**src/rtl/pipe_hazard_ctrl.sv**
```systemverilog
// pipe_hazard_ctrl
// Central stall/flush sequencer for the 5-stage RV32 pipeline. It combines
// three hazard sources: load-use in ID, mispredict redirects resolved in EX,
// and multi-cycle EX operations. From these it drives the hold and invalidate
// controls of the PC, IF/ID, ID/EX and EX/MEM registers. It also keeps
// saturating stall and flush performance counters.
//
// Ports
//   i_clk, i_reset_n          clock, synchronous active-low reset
//   i_id_rs1/rs2, use_rs1/2   ID-stage source register fields
//   i_ex_valid/memread/rd     EX-stage load descriptor
//   i_ex_mispredict/target    EX-stage branch resolution
//   i_ex_mc_start/mc_done     multi-cycle unit handshake
//   i_cnt_clr                 clear counters and sticky timeout flag
//   o_*_stall/o_*_flush       pipeline register controls (combinational)
//   o_exmem_bubble            EX/MEM captures an invalid entry
//   o_redirect_valid/pc       fetch redirect
//   o_busy                    multi-cycle op in progress
//   o_mc_timeout              sticky multi-cycle abort flag
//   o_stall_cnt/o_flush_cnt   saturating performance counters
module pipe_hazard_ctrl #(
  parameter int unsigned CNT_W      = 16,
  parameter int unsigned MC_TIMEOUT = 64
) (
  input  logic             i_clk,
  input  logic             i_reset_n,
  input  logic [4:0]       i_id_rs1,
  input  logic [4:0]       i_id_rs2,
  input  logic             i_id_use_rs1,
  input  logic             i_id_use_rs2,
  input  logic             i_ex_valid,
  input  logic             i_ex_memread,
  input  logic [4:0]       i_ex_rd,
  input  logic             i_ex_mispredict,
  input  logic [31:0]      i_ex_target,
  input  logic             i_ex_mc_start,
  input  logic             i_ex_mc_done,
  input  logic             i_cnt_clr,
  output logic             o_pc_stall,
  output logic             o_ifid_stall,
  output logic             o_idex_stall,
  output logic             o_ifid_flush,
  output logic             o_idex_flush,
  output logic             o_exmem_bubble,
  output logic             o_redirect_valid,
  output logic [31:0]      o_redirect_pc,
  output logic             o_busy,
  output logic             o_mc_timeout,
  output logic [CNT_W-1:0] o_stall_cnt,
  output logic [CNT_W-1:0] o_flush_cnt
);

  localparam int unsigned TMR_W = $clog2(MC_TIMEOUT + 1);

  localparam logic [TMR_W-1:0] TMR_LIMIT = TMR_W'(MC_TIMEOUT);
  localparam logic [CNT_W-1:0] CNT_MAX   = '1;

  localparam logic [0:0] ST_RUN     = 1'b0;
  localparam logic [0:0] ST_MC_BUSY = 1'b1;

  logic [0:0]       state_q, state_nxt;
  logic [TMR_W-1:0] timer_q, timer_nxt;

  logic load_use;
  logic mp;
  logic stall_inc;
  logic flush_inc;
  logic timeout_set;

  // Hazard terms; x0 is never a real producer so it cannot cause a stall
  assign load_use = i_ex_valid & i_ex_memread & (i_ex_rd != 5'd0) &
                    ((i_id_use_rs1 & (i_id_rs1 == i_ex_rd)) |
                     (i_id_use_rs2 & (i_id_rs2 == i_ex_rd)));
  assign mp       = i_ex_valid & i_ex_mispredict;

  // State register
  always_ff @(posedge i_clk) begin
    if (!i_reset_n) begin
      state_q <= ST_RUN;
    end else begin
      state_q <= state_nxt;
    end
  end

  // Next-state and control decode
  always_comb begin
    state_nxt        = state_q;
    timer_nxt        = timer_q;
    o_pc_stall       = 1'b0;
    o_ifid_stall     = 1'b0;
    o_idex_stall     = 1'b0;
    o_ifid_flush     = 1'b0;
    o_idex_flush     = 1'b0;
    o_exmem_bubble   = 1'b0;
    o_redirect_valid = 1'b0;
    o_redirect_pc    = 32'd0;
    stall_inc        = 1'b0;
    flush_inc        = 1'b0;
    timeout_set      = 1'b0;

    if (i_reset_n) begin
      case (state_q)
        ST_RUN: begin
          timer_nxt = '0;
          if (mp) begin
            o_redirect_valid = 1'b1;
            o_redirect_pc    = i_ex_target;
            o_ifid_flush     = 1'b1;
            o_idex_flush     = 1'b1;
            flush_inc        = 1'b1;
          end else if (i_ex_valid & i_ex_mc_start & !i_ex_mc_done) begin
            // Freeze the front of the pipe; EX/MEM sees bubbles until done
            o_pc_stall     = 1'b1;
            o_ifid_stall   = 1'b1;
            o_idex_stall   = 1'b1;
            o_exmem_bubble = 1'b1;
            stall_inc      = 1'b1;
            state_nxt      = ST_MC_BUSY;
            timer_nxt      = TMR_W'(1);
          end else if (load_use) begin
            // Hold the consumer in ID and inject one bubble into EX
            o_pc_stall   = 1'b1;
            o_ifid_stall = 1'b1;
            o_idex_flush = 1'b1;
            stall_inc    = 1'b1;
          end
        end

        ST_MC_BUSY: begin
          if (i_ex_mc_done) begin
            // Release so EX/MEM captures the result this cycle
            state_nxt = ST_RUN;
            timer_nxt = '0;
          end else if (timer_q == TMR_LIMIT) begin
            // Drop the op: kill ID/EX and let EX/MEM take a bubble
            o_idex_flush   = 1'b1;
            o_exmem_bubble = 1'b1;
            timeout_set    = 1'b1;
            state_nxt      = ST_RUN;
            timer_nxt      = '0;
          end else begin
            o_pc_stall     = 1'b1;
            o_ifid_stall   = 1'b1;
            o_idex_stall   = 1'b1;
            o_exmem_bubble = 1'b1;
            stall_inc      = 1'b1;
            timer_nxt      = timer_q + TMR_W'(1);
          end
        end

        default: begin
          state_nxt = ST_RUN;
          timer_nxt = '0;
        end
      endcase
    end
  end

  assign o_busy = i_reset_n & (state_q == ST_MC_BUSY);

  // Timer, sticky timeout flag and saturating counters
  always_ff @(posedge i_clk) begin
    if (!i_reset_n) begin
      timer_q      <= '0;
      o_mc_timeout <= 1'b0;
      o_stall_cnt  <= '0;
      o_flush_cnt  <= '0;
    end else begin
      timer_q <= timer_nxt;
      if (i_cnt_clr) begin
        o_mc_timeout <= 1'b0;
        o_stall_cnt  <= '0;
        o_flush_cnt  <= '0;
      end else begin
        if (timeout_set) begin
          o_mc_timeout <= 1'b1;
        end
        if (stall_inc && (o_stall_cnt != CNT_MAX)) begin
          o_stall_cnt <= o_stall_cnt + CNT_W'(1);
        end
        if (flush_inc && (o_flush_cnt != CNT_MAX)) begin
          o_flush_cnt <= o_flush_cnt + CNT_W'(1);
        end
      end
    end
  end

endmodule
```
**config.mk**
```make
export PLATFORM = sky130hd
export DESIGN_NAME = pipe_hazard_ctrl
export DESIGN_NICKNAME = d
export VERILOG_FILES = /design/src/rtl/pipe_hazard_ctrl.sv
export SDC_FILE = /design/constraint.sdc
export NUM_CORES = 1
export LEC_CHECK = 0
export CAP_MARGIN = 20
export CORE_MARGIN = 2
export CORE_UTILIZATION = 38
export DETAILED_ROUTE_END_ITERATION = 8
export GPL_TIMING_DRIVEN = 0
export HOLD_SLACK_MARGIN = 0.02
export PLACE_DENSITY = 0.78
export RECOVER_POWER = 25
export SETUP_SLACK_MARGIN = 0.1
export SYNTH_ARGS = -nofsm -noshare
export SYNTH_HDL_FRONTEND = slang
export SYNTH_SLANG_ARGS = --single-unit
```
**constraint.sdc**
```tcl
create_clock -name i_clk -period 4.75 [get_ports i_clk]
set_clock_uncertainty 0.15 [all_clocks]
set_input_delay 0.95 -clock i_clk [delete_from_list [all_inputs] [get_ports i_clk]]
set_output_delay 0.95 -clock i_clk [all_outputs]
set_load 0.01 [all_outputs]
```
# Word level (Yosys, flattened, before mapping)
# Index checks and enable logic that the tools add are counted.
# Widths: inputs -> output; s select.
# word_totals
register_bits,41
in_bits,57
out_inout_bits,73
wordCells,63
# op_classes
addsub,3
n_eq_ne,5
mux,33
bitwise,12
reduce_logical,5
# op_table
cell,n
$mux 32,3
$add 16x1->16 const B,2
$ne 16x16->1 const B,2
$mux 1,23
$mux 7,2
$pmux 7 s2,1
$eq 5x5->1,2
$and 1x1->1,9
$pmux 1 s2,4
$add 7x1->7 const B,1
$eq 7x7->1 const B,1
$reduce_bool 5->1,1
$logic_and 1x1->1,2
$not 1->1,2
$reduce_or 2->1,1
$logic_not 1->1,1
$or 1x1->1,1

# Logic depth before layout (Yosys ltp)
# Gate-level depths: netlist of run 1.
# logic_depth
ltp_word,10
mapped_depth,10
ltp_nobuf,9

# Worst setup path after synthesis of run 1
# No wires, ideal clock.
# synth_timing
kind,input port to output port
from,input i_ex_rd[0]
to,output o_pc_stall
arrival_ns,2.187
required_time_ns,3.650
path_slack_ns,1.463
cell_stages,6
n_path_buf,2
cell_sequence,or3_1 -> o311a_1 -> a31oi_4 -> buf_6 -> inv_2 -> buf_4
# synth_via
elab_chain_len,9
elab_cells_between_ends,13
cone_classes,eq/ne (2); mux (5); bitwise (5); reduce/logical (1)
# synth_lines
element,line,text
from (decl),33,"input logic [4:0] i_ex_rd,"
$eq 5x5->1 (on tied branches),"72, 73",
$and 1x1->1 (on tied branches),"72, 73",
$or 1x1->1,72,((i_id_use_rs1 & (i_id_rs1 == i_ex_rd)) |
$and 1x1->1 (*),71,assign load_use = i_ex_valid & i_ex_memread & (i_ex_rd != 5'd0) &
$mux 1 (*) (3 in series),n/a,
$pmux 1 s2 (*),n/a,
$mux 1 (*),n/a,
to (decl),39,"output logic o_pc_stall,"
# Every way passes the cells marked *; elsewhere a longest branch is shown, timed or not.

# Worst setup path in the final report of run 1
# layout_timing
from,input i_reset_n
to,output o_redirect_pc[27]
# layout_via
elab_chain_len,1
# layout_lines
element,line,text
from (decl),26,"input logic i_reset_n,"
$mux 32,101,if (i_reset_n) begin
to (decl),46,"output logic [31:0] o_redirect_pc,"
# Every way passes these cells.

==> flow_summary.toml, run 1 <==
[global_route]
antenna_found_initial = 0
grt_max_degree = 13
grt_pass1_vias = 2407
grt_use_total_pct = 20.01
overflow = 0
grt_first_pass_wirelength_um = 11710

[setup_path]
r2r_setup_slack_ns = 2.28
reg2regPathDepth = 10
crit_fanout = 11
cp-end-kind = "output port"
r2r_end = "o_stall_cnt[10]$_SDFFE_PP0P_"
cp-start-kind = "primary input"
critPathKind = "primary input to output port"
worstReg2RegStart = "timer_q[0]$_SDFF_PN0_"
required_ns = 3.65
worstPathArrival_ns = 3.31

[pwr]
ir_worst_vdd_v = 0.0001301
pwr-share-clk_pct = 37.4
swShare_pct = 22.32
intPower_mw = 0.5704
switching_power_mw = 0.1638
finalPower_mw = 0.7342
comb_power_share_pct = 15.6
leakagePower_nw = 1.440
power_frac_seq_pct = 47.0
p_per_area_mw_per_mm2 = 187.0

[hold_path]
hold_class = "flip-flop to flip-flop"
min_path_cells = 2
hp-start = "o_mc_timeout$_SDFFE_PP0P_"
holdPathEnd = "o_mc_timeout$_SDFFE_PP0P_"

[drt]
drc_errors = 0
wl_per_cell_um = 13.77
num_vias = 2512
initialDrtViolationCount = 138
dr.pass1.iters = 4
via_per_inst = 4.925
ant_nets = 0
wirelength_um = 7023

[clocking]
cts_max_level = 2
postCtsSetupRepairBufs = 0
cts_tree = "built"
cts_made_buffers = 5
ctsHoldBuffers = 0
post_cts_resized = 0
clk_latency_ns = 0.29
clk_pin_slew_ns = 0.07
clock-root-buffer = "clkbuf_8"
clock_path_buffers = 2
cts_sinks = 41

[floorplan]
core_area_sq_mm = 0.006277
ios = 130
dieArea_sq_mm = 0.007074
row_count = 29
initial_core_util_pct = 38.85
die_x_um = 84.11
dieHeight_um = 84.11

[layout]
layout_commonest_cell = "clkdlybuf4s50_1"
multi_input_area_sq_mm = 0.001511
syn_to_final_growth_pct = 61.01
antennaDiodeCount = 0
drive_gt1_share_pct = 5.081
ff_latch_area_sq_um = 820.8
mostFrequentLayoutCells = "clkdlybuf4s50_1, dfxtp_1, and2_1, nor2_1, nand2_1"
fillers = 557
nets = 494

[sta]
slew_viol_final = 0
period_needed_ns = 4.407
holdWs_ns = 0.3301
tightest_slew_ns = 0.5755
rsz0062_at_grt = "no"
fin_setup_tns_ns = 0
hold_viol_final = 0
post-route-period-util_pct = 92.79
max_slew_margin_pct = 61.40
finalSetupViolations = 0
max_freq_mhz = 226.9

[yosys]
synthArstFlopShare_pct = 0
ys_ff_latch = 41
seq_area_frac_synth_pct = 33.66
synth.distinct_cells = 49
syn_inst = 297
synth-edff-count = 0
synth_fp_nets = 358
synth_flop_cell = "dfxtp_1"
yosys_warnings = 0
avgSynthCellArea_sq_um = 8.211
synth_area_sq_mm = 0.002439

[placed_design]
hpwl_um = 5556
gp_congestion = 0.7752
port_buffers = 129

[run]
max-cap-violations = 0

[status]
outcome = "finished, final reports clean"
-- Yosys cell counts, types with 5 or more instances --
cell type  count  area (sq um)
and3_1         7         43.79
mux2i_1        8         80.08
and2_1        35         219.0
xnor2_1       16         140.1
dfxtp_1       41         820.8
nand3_1       21         105.1
clkbuf_1      10         37.54
nor2_1        27         101.4
xor2_1        13         113.9
nand2b_1       7         43.79
nand2_1       25         93.84
inv_1          5         18.77
nand4_1        6         37.54
a21oi_1       11         55.05
-- critical path, cell delays in order --
cell             delay [ns]
dlygate4sd3_1          0.68
nand4b_1               0.34
inv_1                  0.24
clkbuf_1               0.34
and2_1                 0.21
clkdlybuf4s50_1        0.54
-- cell families (layout without fill, tap and decap cells) --
logic type / after synthesis / in the layout / synth area share (%)
XOR/XNOR: 29 / 29 / 10.42
flip-flops: 41 / 41 / 33.66
adder cells (fa/ha/maj): 4 / 4 / 2.052
multiplexers: 8 / 8 / 3.284
AO/OA/AOI/OAI: 34 / 34 / 10.16
buffers and inverters: 21 / 157 / 4.207
AND/OR/NAND/NOR: 160 / 160 / 36.22
-- per-layer routing --
layer,track usage [%],part of all wire [%],vias up
met5,0,0,-
met4,5.572,1.4,0
met3,3.462,3.5,8
met2,32.90,49,68
met1,27.03,46,1141
li1,-,-,1295
-- worst max-delay path by stage --
stage,from,slack [ns],depth (start not counted),end
2_1_floorplan,i_ex_rd[0],1.46,6,o_pc_stall
3_3_place_gp,i_ex_rd[0],0.42,8,o_pc_stall
3_5_place_dp,i_ex_rd[0],0.41,8,o_pc_stall
4_1_cts,i_reset_n,0.41,6,o_redirect_pc[27]
5_1_grt,i_reset_n,0.16,6,o_redirect_pc[27]
6_report,i_reset_n,0.34,6,o_redirect_pc[27]
-- cell type report --
class / count / area share, %
Buffer: 15 / 2.040
Inverter: 6 / 0.5736
Timing Repair Buffer: 129 / 32.89
Clock inverter: 2 / 0.8923
Tap cell: 77 / 2.454
Sequential cell: 41 / 20.91
Multi-Input combinational cell: 235 / 38.50
Clock buffer: 5 / 1.753
-- power groups by stage --
| stage | combinational, mW | sequential (mW) | clock (mW) |
|---|---|---|---|
| floorplan | 0.0397 | 0.353 | 0 |
| global placement | 0.114 | 0.353 | 0 |
| detailed placement | 0.115 | 0.353 | 0 |
| CTS | 0.116 | 0.345 | 0.279 |
| global route | 0.124 | 0.345 | 0.297 |
| finish | 0.115 | 0.345 | 0.275 |
-- flip-flops by register name, indices dropped and copies added, names as in the netlist --
register and flops:
state_q 1, timer_q 7, o_mc_timeout 1, o_flush_cnt 16, o_stall_cnt 16
-- metrics by stage --
step	cell area, sq um	utilization, %	setup WS [ns]	instances
detailed placement	3826	60.95	0.4134	503
finish	3926	62.55	0.3426	510
CTS	3930	62.61	0.4053	510
global route	3926	62.55	0.1573	510
global placement	3826	60.95	0.4180	503
floorplan	2439	-	1.463	297
(Power assumes the default switching activity.)
==> run 2, diff against run 1 <==
==> constraint.sdc (replaced) <==
create_clock -name i_clk -period 4.75 [get_ports i_clk]
set_clock_uncertainty 0.15 [all_clocks]
set_input_delay 0.95 -clock i_clk [delete_from_list [all_inputs] [get_ports i_clk]]
set_output_delay 0.95 -clock i_clk [all_outputs]
set_load 0.1 [all_outputs]
==> run 2 against run 1 <==
Effect of this change:
- sequential share of layout area increased by 0.98 points
- sequential power hardly changed
- critical endpoint is now o_ifid_stall
- largest cell class unchanged
- critical path type unchanged
- utilization down 2.8 points
- critical path depth is 1 higher
- wire length is 0.16% higher
- worst setup slack worse by 0.11 ns
==> flow_summary.toml, run 2 (synthesis gave the netlist of run 1 again) <==
[status]
outcome = "finished, final reports clean"

[floorplan]
ios = 130
initial_core_util_pct = 38.85
row_count = 29
dieHeight_um = 84.11
die_x_um = 84.11
dieArea_sq_mm = 0.007074
core_area_sq_mm = 0.006277

[drt]
initialDrtViolationCount = 125
dr.pass1.iters = 4
wirelength_um = 7034
via_per_inst = 4.931
wl_per_cell_um = 13.79
drc_errors = 0
ant_nets = 0
num_vias = 2515

[placed_design]
hpwl_um = 5556
port_buffers = 129
gp_congestion = 0.7752

[sta]
max_freq_mhz = 221.5
period_needed_ns = 4.514
finalSetupViolations = 0
max_slew_margin_pct = 33.96
hold_viol_final = 0
tightest_slew_ns = 0.9875
post-route-period-util_pct = 95.03
fin_setup_tns_ns = 0
slew_viol_final = 0
rsz0062_at_grt = "no"

[pwr]
pwr-share-clk_pct = 34.6
p_per_area_mw_per_mm2 = 210.8
swShare_pct = 28.87
comb_power_share_pct = 21.8
leakagePower_nw = 1.447
intPower_mw = 0.5625
power_frac_seq_pct = 43.6
finalPower_mw = 0.7907
ir_worst_vdd_v = 0.0001305
switching_power_mw = 0.2283

[layout]
syn_to_final_growth_pct = 53.82
layout_commonest_cell = "clkdlybuf4s50_1"
drive_gt1_share_pct = 11.78
reg_top3 = "o_flush_cnt (16), o_stall_cnt (16), timer_q (7)"
antennaDiodeCount = 0
fillers = 585
nets = 494
mostFrequentLayoutCells = "clkdlybuf4s50_1, dfxtp_1, and2_1, clkbuf_2, nor2_1"

[global_route]
overflow = 0
antenna_found_initial = 0
grt_pass1_vias = 2406
grt_use_total_pct = 19.99
grt_max_degree = 13
grt_first_pass_wirelength_um = 11700

[clocking]
cts_tree = "built"
clk_latency_ns = 0.29
postCtsSetupRepairBufs = 0
cts_made_buffers = 5
clock-root-buffer = "clkbuf_8"
clk_pin_slew_ns = 0.07
ctsHoldBuffers = 0
clock_path_buffers = 2
cts_sinks = 41
cts_max_level = 2

[run]
max-cap-violations = 0

[setup_path]
required_ns = 3.65
crit_fanout = 10
cp-end-kind = "output port"
r2r_setup_slack_ns = 2.08
cp-start-kind = "primary input"
critPathKind = "primary input to output port"
worstPathArrival_ns = 3.41

[hold_path]
hold_class = "flip-flop to flip-flop"
-- run 2: cell count changes in the layout (fill, tap and decap cells not counted), moves of 2 or more --
cell,before,now
clkdlybuf4s50_1,108,91
dlymetal6s2s_1,0,2
clkbuf_2,0,31
dlygate4sd3_1,21,3
-- run 2: per-layer routing --
metal | vias up | GRT usage, % | part of all wire [%]
met5 | - | 0 | 0
met4 | 0 | 5.572 | 1.5
met3 | 8 | 3.462 | 3.0
met2 | 56 | 32.90 | 49
met1 | 1155 | 26.97 | 46
li1 | 1296 | - | -
-- run 2: final cells by class --
type                       instances  area (sq um)  share of cell area [%]
buffer                            15         72.57                   1.935
tap                               77         96.34                   2.568
timing repair buffer             129          1140                   30.39
sequential                        41         820.8                   21.88
multi-input combinational        235          1495                   39.86
clock buffer                       5         68.82                   1.835
clock inverter                     2         35.03                  0.9340
inverter                           6         22.52                  0.6004
-- run 2: path summary, 6_finish.rpt --
| path | from | end | depth (start not counted) |
|---|---|---|---|
| worst max-delay path | i_ex_rd[0] | o_ifid_stall | 7 |
| worst min-delay path | o_mc_timeout$_SDFFE_PP0P_ | o_mc_timeout$_SDFFE_PP0P_ | 2 |
| worst max register to register | timer_q[0]$_SDFF_PN0_ | o_stall_cnt[10]$_SDFFE_PP0P_ | 10 |
| worst min register to register | o_mc_timeout$_SDFFE_PP0P_ | o_mc_timeout$_SDFFE_PP0P_ | 2 |
-- run 2: power by group through the flow --
stage,Sequential [mW],Clock [mW],Combinational [mW]
after global routing,0.345,0.297,0.181
after detailed placement,0.353,0,0.181
after CTS,0.345,0.279,0.176
final,0.345,0.273,0.172
after floorplan,0.355,0,0.103
after global placement,0.353,0,0.180
-- run 2: worst max-delay path: stages --
cell and delay [ns]:
clkdlybuf4s50_1 0.46, or3_1 0.40, o311a_1 0.31, a31oi_1 0.41
buf_6 0.21, inv_2 0.07, dlygate4sd2_1 0.59
-- run 2: per-stage QoR --
step	util (%)	hold WS, ns	area (sq um)	instances	setup slack (ns)
4_1_cts	61.99	0.3396	3891	510	0.09385
5_1_grt	59.76	0.3482	3751	510	0.08667
6_report	59.76	0.3297	3751	510	0.2361
2_1_floorplan	-	0.3133	2439	297	0.4649
3_3_place_gp	60.95	0.3166	3826	503	-0.1238
3_5_place_dp	60.95	0.3150	3826	503	-0.1667
-- run 2: what timing repair did --
| action | 4_1_cts | 5_1_grt |
|---|---|---|
| resized for setup | 35 | 63 |
| hold endpoints to repair | 0 | 0 |
| endpoints found under the setup margin | 33 | 34 |
| gates cloned | 0 | 0 |
==> RTL change 1: new RTL, settings of run 2 <==
The parameter `CNT_W` goes from 16 to 12.
--- a/src/rtl/pipe_hazard_ctrl.sv
+++ b/src/rtl/pipe_hazard_ctrl.sv
@@ -19,7 +19,7 @@
 //   o_mc_timeout              sticky multi-cycle abort flag
 //   o_stall_cnt/o_flush_cnt   saturating performance counters
 module pipe_hazard_ctrl #(
-  parameter int unsigned CNT_W      = 16,
+  parameter int unsigned CNT_W      = 12,
   parameter int unsigned MC_TIMEOUT = 64
 ) (
   input  logic             i_clk,
Ports: changed (resized o_flush_cnt and o_stall_cnt); port bits go from 130 to 122. The function was not compared with the original's and may differ.
==> RTL change 1 against run 2 <==
Worst setup slack better by 0.061 ns. Synthesized area decreased by 18%. Core utilization is 3.7 points higher. Power shrank 17%. Final area fell by 14%. Synthesized cell count fell by 19%. Wire length fell by 18%. Sequential cell count shrank 8. Sequential share of layout area fell by 1.5 points. Critical endpoint is now o_idex_stall.
==> RTL change 1: results (changes against run 2) <==
stage,metric,value,unit,change
grt,met3 usage,4.38,%,+0.92 points
place,port bufs,121,,-6.2%
grt,first-pass GRT wire length,9460,µm,-19%
yosys,Synth Area in XOR/XNOR,11.8,%,+1.4 points
power,Worst VDD drop,176,µV,+34%
grt,vias in the first global route,1996,,-17%
yosys,Yosys cell types,43,,-12%
cells_and_area,biggest regs,"o_flush_cnt (12), o_stall_cnt (12), timer_q (7)",,
routing,DRT iter0 DRCs,113,,-9.6%
grt,global routing usage on met1,23.9,%,-3.1 points
yosys,Synth Area in Compound Gates,11.2,%,+1.0 points
place,DP Worst Slack,-0.222,ns,-0.0552 ns
place,DP Wirelength,4590,µm,-17%
status,run status,"finished, final reports clean",,
yosys,sequential area share after synthesis,33.0,%,-0.64 points
routing,WL met2,2870,µm,-17%
power,Power Internal,0.456,mW,-19%
yosys,Syn Nets,302,,-16%
grt,Tot GR Track Use,19.7,%,-0.27 points
power,Seq pwr share,42.4,%,-1.2 points
yosys,Synth Area in Adders,2.50,%,+0.45 points
grt,largest net degree at the start of global routing,12,,-1
cells_and_area,fin nets,430,,-13%
worst_setup_path,crit-path max cell delay,1.17,ns,+0.58 ns
worst_setup_path,CP arrival,3.35,ns,-0.06 ns
power,clock power share,32.3,%,-2.3 points
yosys,ranking of synthesized cells by area,"dfxtp_1 33%, and2_1 10%, xnor2_1 7.4%, nor2_1 4.7%, xor2_1 4.4%",,
yosys,synth cell count leaders,"33 x and2_1, 33 x dfxtp_1, 25 x nor2_1",,
cells_and_area,fraction of layout cells with a size suffix above 1,13.8,%,+2.0 points
routing,met1 wire length,2520,µm,-22%
sta,slew at the pin closest to its max-slew limit,1.00,ns,+0.0132 ns
place,Placer Congestion,0.775,,about the same
power,Static Leak,1.32,nW,-8.9%
routing,Via density,4.80,,-2.7%
cells_and_area,Post-Layout Cell Count,439,,-14%
place,placed cell area,3300,µm²,-14%
-- RTL change 1: final timing paths --
check	startpoint	endpoint	slack [ns]
worst max-delay path	i_reset_n	o_idex_stall	0.30
worst min-delay path	o_mc_timeout$_SDFFE_PP0P_	o_mc_timeout$_SDFFE_PP0P_	0.32
worst max register to register	timer_q[0]$_SDFF_PN0_	o_stall_cnt[4]$_SDFFE_PP0P_	2.25
worst min register to register	o_mc_timeout$_SDFFE_PP0P_	o_mc_timeout$_SDFFE_PP0P_	0.32
-- RTL change 1: cell type report --
cell class                 count  area, µm²  area share (%)
clock buffer                   7       86.3            2.66
timing repair buffer         121       1080            33.2
inverter                       6       22.5           0.695
tap                           70       87.6            2.70
multi-input combinational    192       1260            38.7
buffer                        10       52.6            1.62
sequential                    33        661            20.4
-- RTL change 1: timing repair --
item	4_1_cts	5_1_grt
hold endpoints to repair	0	0
gates resized for setup	46	53
setup endpoints to repair	33	33
==> RTL change 2: new RTL, config.mk and constraints of run 2 <==
Made on the original files. Make the reset (`i_reset_n`) asynchronous in 2 clocked blocks. Comments in the files are not updated.
--- a/src/rtl/pipe_hazard_ctrl.sv
+++ b/src/rtl/pipe_hazard_ctrl.sv
@@ -74,7 +74,7 @@
   assign mp       = i_ex_valid & i_ex_mispredict;
 
   // State register
-  always_ff @(posedge i_clk) begin
+  always_ff @(posedge i_clk or negedge i_reset_n) begin
     if (!i_reset_n) begin
       state_q <= ST_RUN;
     end else begin
@@ -159,7 +159,7 @@
   assign o_busy = i_reset_n & (state_q == ST_MC_BUSY);
 
   // Timer, sticky timeout flag and saturating counters
-  always_ff @(posedge i_clk) begin
+  always_ff @(posedge i_clk or negedge i_reset_n) begin
     if (!i_reset_n) begin
       timer_q      <= '0;
       o_mc_timeout <= 1'b0;
Behaviour: differs if i_reset_n is asserted again (counterexample within 4 cycles, from zero or initial values and one cycle with i_reset_n low); with i_reset_n held inactive, the same outputs for 10 cycles.
==> RTL change 2 against run 2 <==
Count of clock-buffer cells in the layout increased by 2. Synthesized area rose by 4.2%. Die area rose by 4.0%. Power increased by 9.4%. Sequential cell count unchanged. Sequential power increased by 3%. First-iteration DRC count down 24%. Final area grew 5.1%. Largest cell class unchanged. Wire length rose by 2.1%. Worst setup slack gained 0.035 ns. Clock power increased by 8.1%. The flow now finishes with violations (design-rule violations).
==> RTL change 2: results (changes against run 2) <==
stage,metric,value,unit,change
yosys,Synth Flop Type,dfrtp_1,,
yosys,synth cell count leaders,"41 x dfrtp_1, 34 x and2_1, 33 x nor2_1",,
worst_setup_path,reg2reg setup slack,2.25,ns,+0.17 ns
power,Worst VDD drop,168,µV,+29%
routing,residual DRC count,14,,+14
cells_and_area,fraction of layout cells with a size suffix above 1,11.2,%,-0.59 points
cells_and_area,fin nets,489,,-1.0%
status,failing checks,design-rule violations,,
grt,Tot GR Track Use,19.7,%,-0.29 points
yosys,Synth async-reset ratio,100,%,+100 points
grt,first-pass GRT wire length,11700,µm,+0.30%
cts,clock transition at the registers of the reported paths,0.08,ns,
cts,Root Buffer,clkbuf_8,,
cts,CTS Buf Count,5,,unchanged
grt,vias in the first global route,2538,,+5.5%
power,Static Leak,1.73,nW,+19%
cells_and_area,Post-Layout Cell Count,506,,-0.78%
routing,DRT iter0 DRCs,95,,-24%
hold_path,Hold Path Class,primary input to async pin,,
place,DP Worst Slack,-0.683,ns,-0.516 ns
routing,Via density,5.10,,+3.5%
yosys,ranking of synthesized cells by area,"dfrtp_1 40%, xor2_1 9.0%, and2_1 8.4%, nor2_1 4.9%, nand3_1 4.1%",,
sta,post-route setup slack,0.271,ns,+0.0350 ns
yosys,Syn Nets,353,,-1.4%
cts,H-tree depth,2,,unchanged
place,Placer Congestion,0.836,,+7.8%
place,DP Wirelength,5720,µm,+2.9%
place,port bufs,128,,-0.78%
yosys,sequential area share after synthesis,40.4,%,+6.7 points
cells_and_area,# fillers,583,,-0.34%
yosys,Yosys cell types,40,,-18%
yosys,YS warnings,0,,unchanged
yosys,Synth Area per Inst,8.70,µm²,+6.0%
worst_setup_path,CP Max Fanout,33,,+23
sta,slew at the pin closest to its max-slew limit,1.01,ns,+0.0262 ns
grt,largest net degree at the start of global routing,34,,+21
status,run status,"finished, violations left",,
routing,final wirelength,7180,µm,+2.1%
place,Cells after DPL,498,,-0.99%
routing,Pre-antenna DRT Iters,6,,+2
[RTL change 2: final cells by class]
class                      count  share of cell area (%)
sequential                    41                    26.0
clock buffer                   7                    2.19
clock inverter                 1                   0.761
multi-input combinational    228                    36.1
inverter                       9                   0.857
timing repair buffer         129                    30.1
buffer                        14                    1.59
tap                           77                    2.44
[RTL change 2: final timing paths]
check,start,end,cells after the start
min,i_reset_n,o_stall_cnt[2]$_DFFE_PN0P_,1
min in group i_clk,timer_q[0]$_DFFE_PN0P_,timer_q[0]$_DFFE_PN0P_,1
max in group asynchronous,i_reset_n,o_stall_cnt[15]$_DFFE_PN0P_,2
min reg2reg,timer_q[0]$_DFFE_PN0P_,timer_q[0]$_DFFE_PN0P_,1
max reg2reg,o_stall_cnt[3]$_DFFE_PN0P_,o_stall_cnt[9]$_DFFE_PN0P_,7
max,i_reset_n,o_ifid_flush,7
[RTL change 2: worst max-delay path, cell delays in order]
cell	delay, ns
buf_2	0.24
buf_12	0.24
buf_2	0.23
and4b_1	0.22
clkbuf_1	0.27
clkbuf_1	0.31
dlygate4sd2_1	0.90
[RTL change 2: layer usage]
metal / routed length, µm / vias up / global-route usage [%]
li1: - / 1285 / -
met1: 2870 / 1205 / 23.0
met2: 3730 / 85 / 35.7
met3: 489 / 8 / 4.72
met4: 97 / 0 / 5.92
met5: 0 / - / 0
[RTL change 2: where the power goes]
group / switching, mW / internal (mW)
Combinational: 0.141 / 0.0736
Sequential: 0.00380 / 0.351
Clock: 0.124 / 0.171
[RTL change 2: cell families (layout without fill, tap and decap cells)]
logic type,Yosys count,count (layout),synth area share (%)
AOI/OAI and AO/OA,39,39,9.65
buffers and inverters,23,160,3.74
adders and majority gates,4,4,1.97
muxes,1,1,0.394
and+or+nand+nor,151,151,32.5
DFF,41,41,40.4
xor gates and xnor gates,33,33,11.4
[RTL change 2: through the flow]
| stage | cell area (µm²) | utilization (%) | hold slack, ns | power [mW] |
|---|---|---|---|---|
| detailed placement | 3940 | 61.3 | 0.350 | 0.585 |
| global placement | 3920 | 61.1 | 0.333 | 0.581 |
| global route | 3940 | 61.4 | 0.359 | 0.899 |
| finish | 3940 | 61.4 | 0.357 | 0.865 |
| floorplan | 2540 | - | 0.323 | 0.495 |
| CTS | 4030 | 62.7 | 0.357 | 0.876 |
[RTL change 2: timing repair]
action / 4_1_cts / 5_1_grt
setup endpoints to repair: 34 / 30
setup buffers: 0 / 0
hold endpoints to repair: 0 / 0
pin swaps: 0 / 0
resized for setup: 57 / 51
cloned: 0 / 0
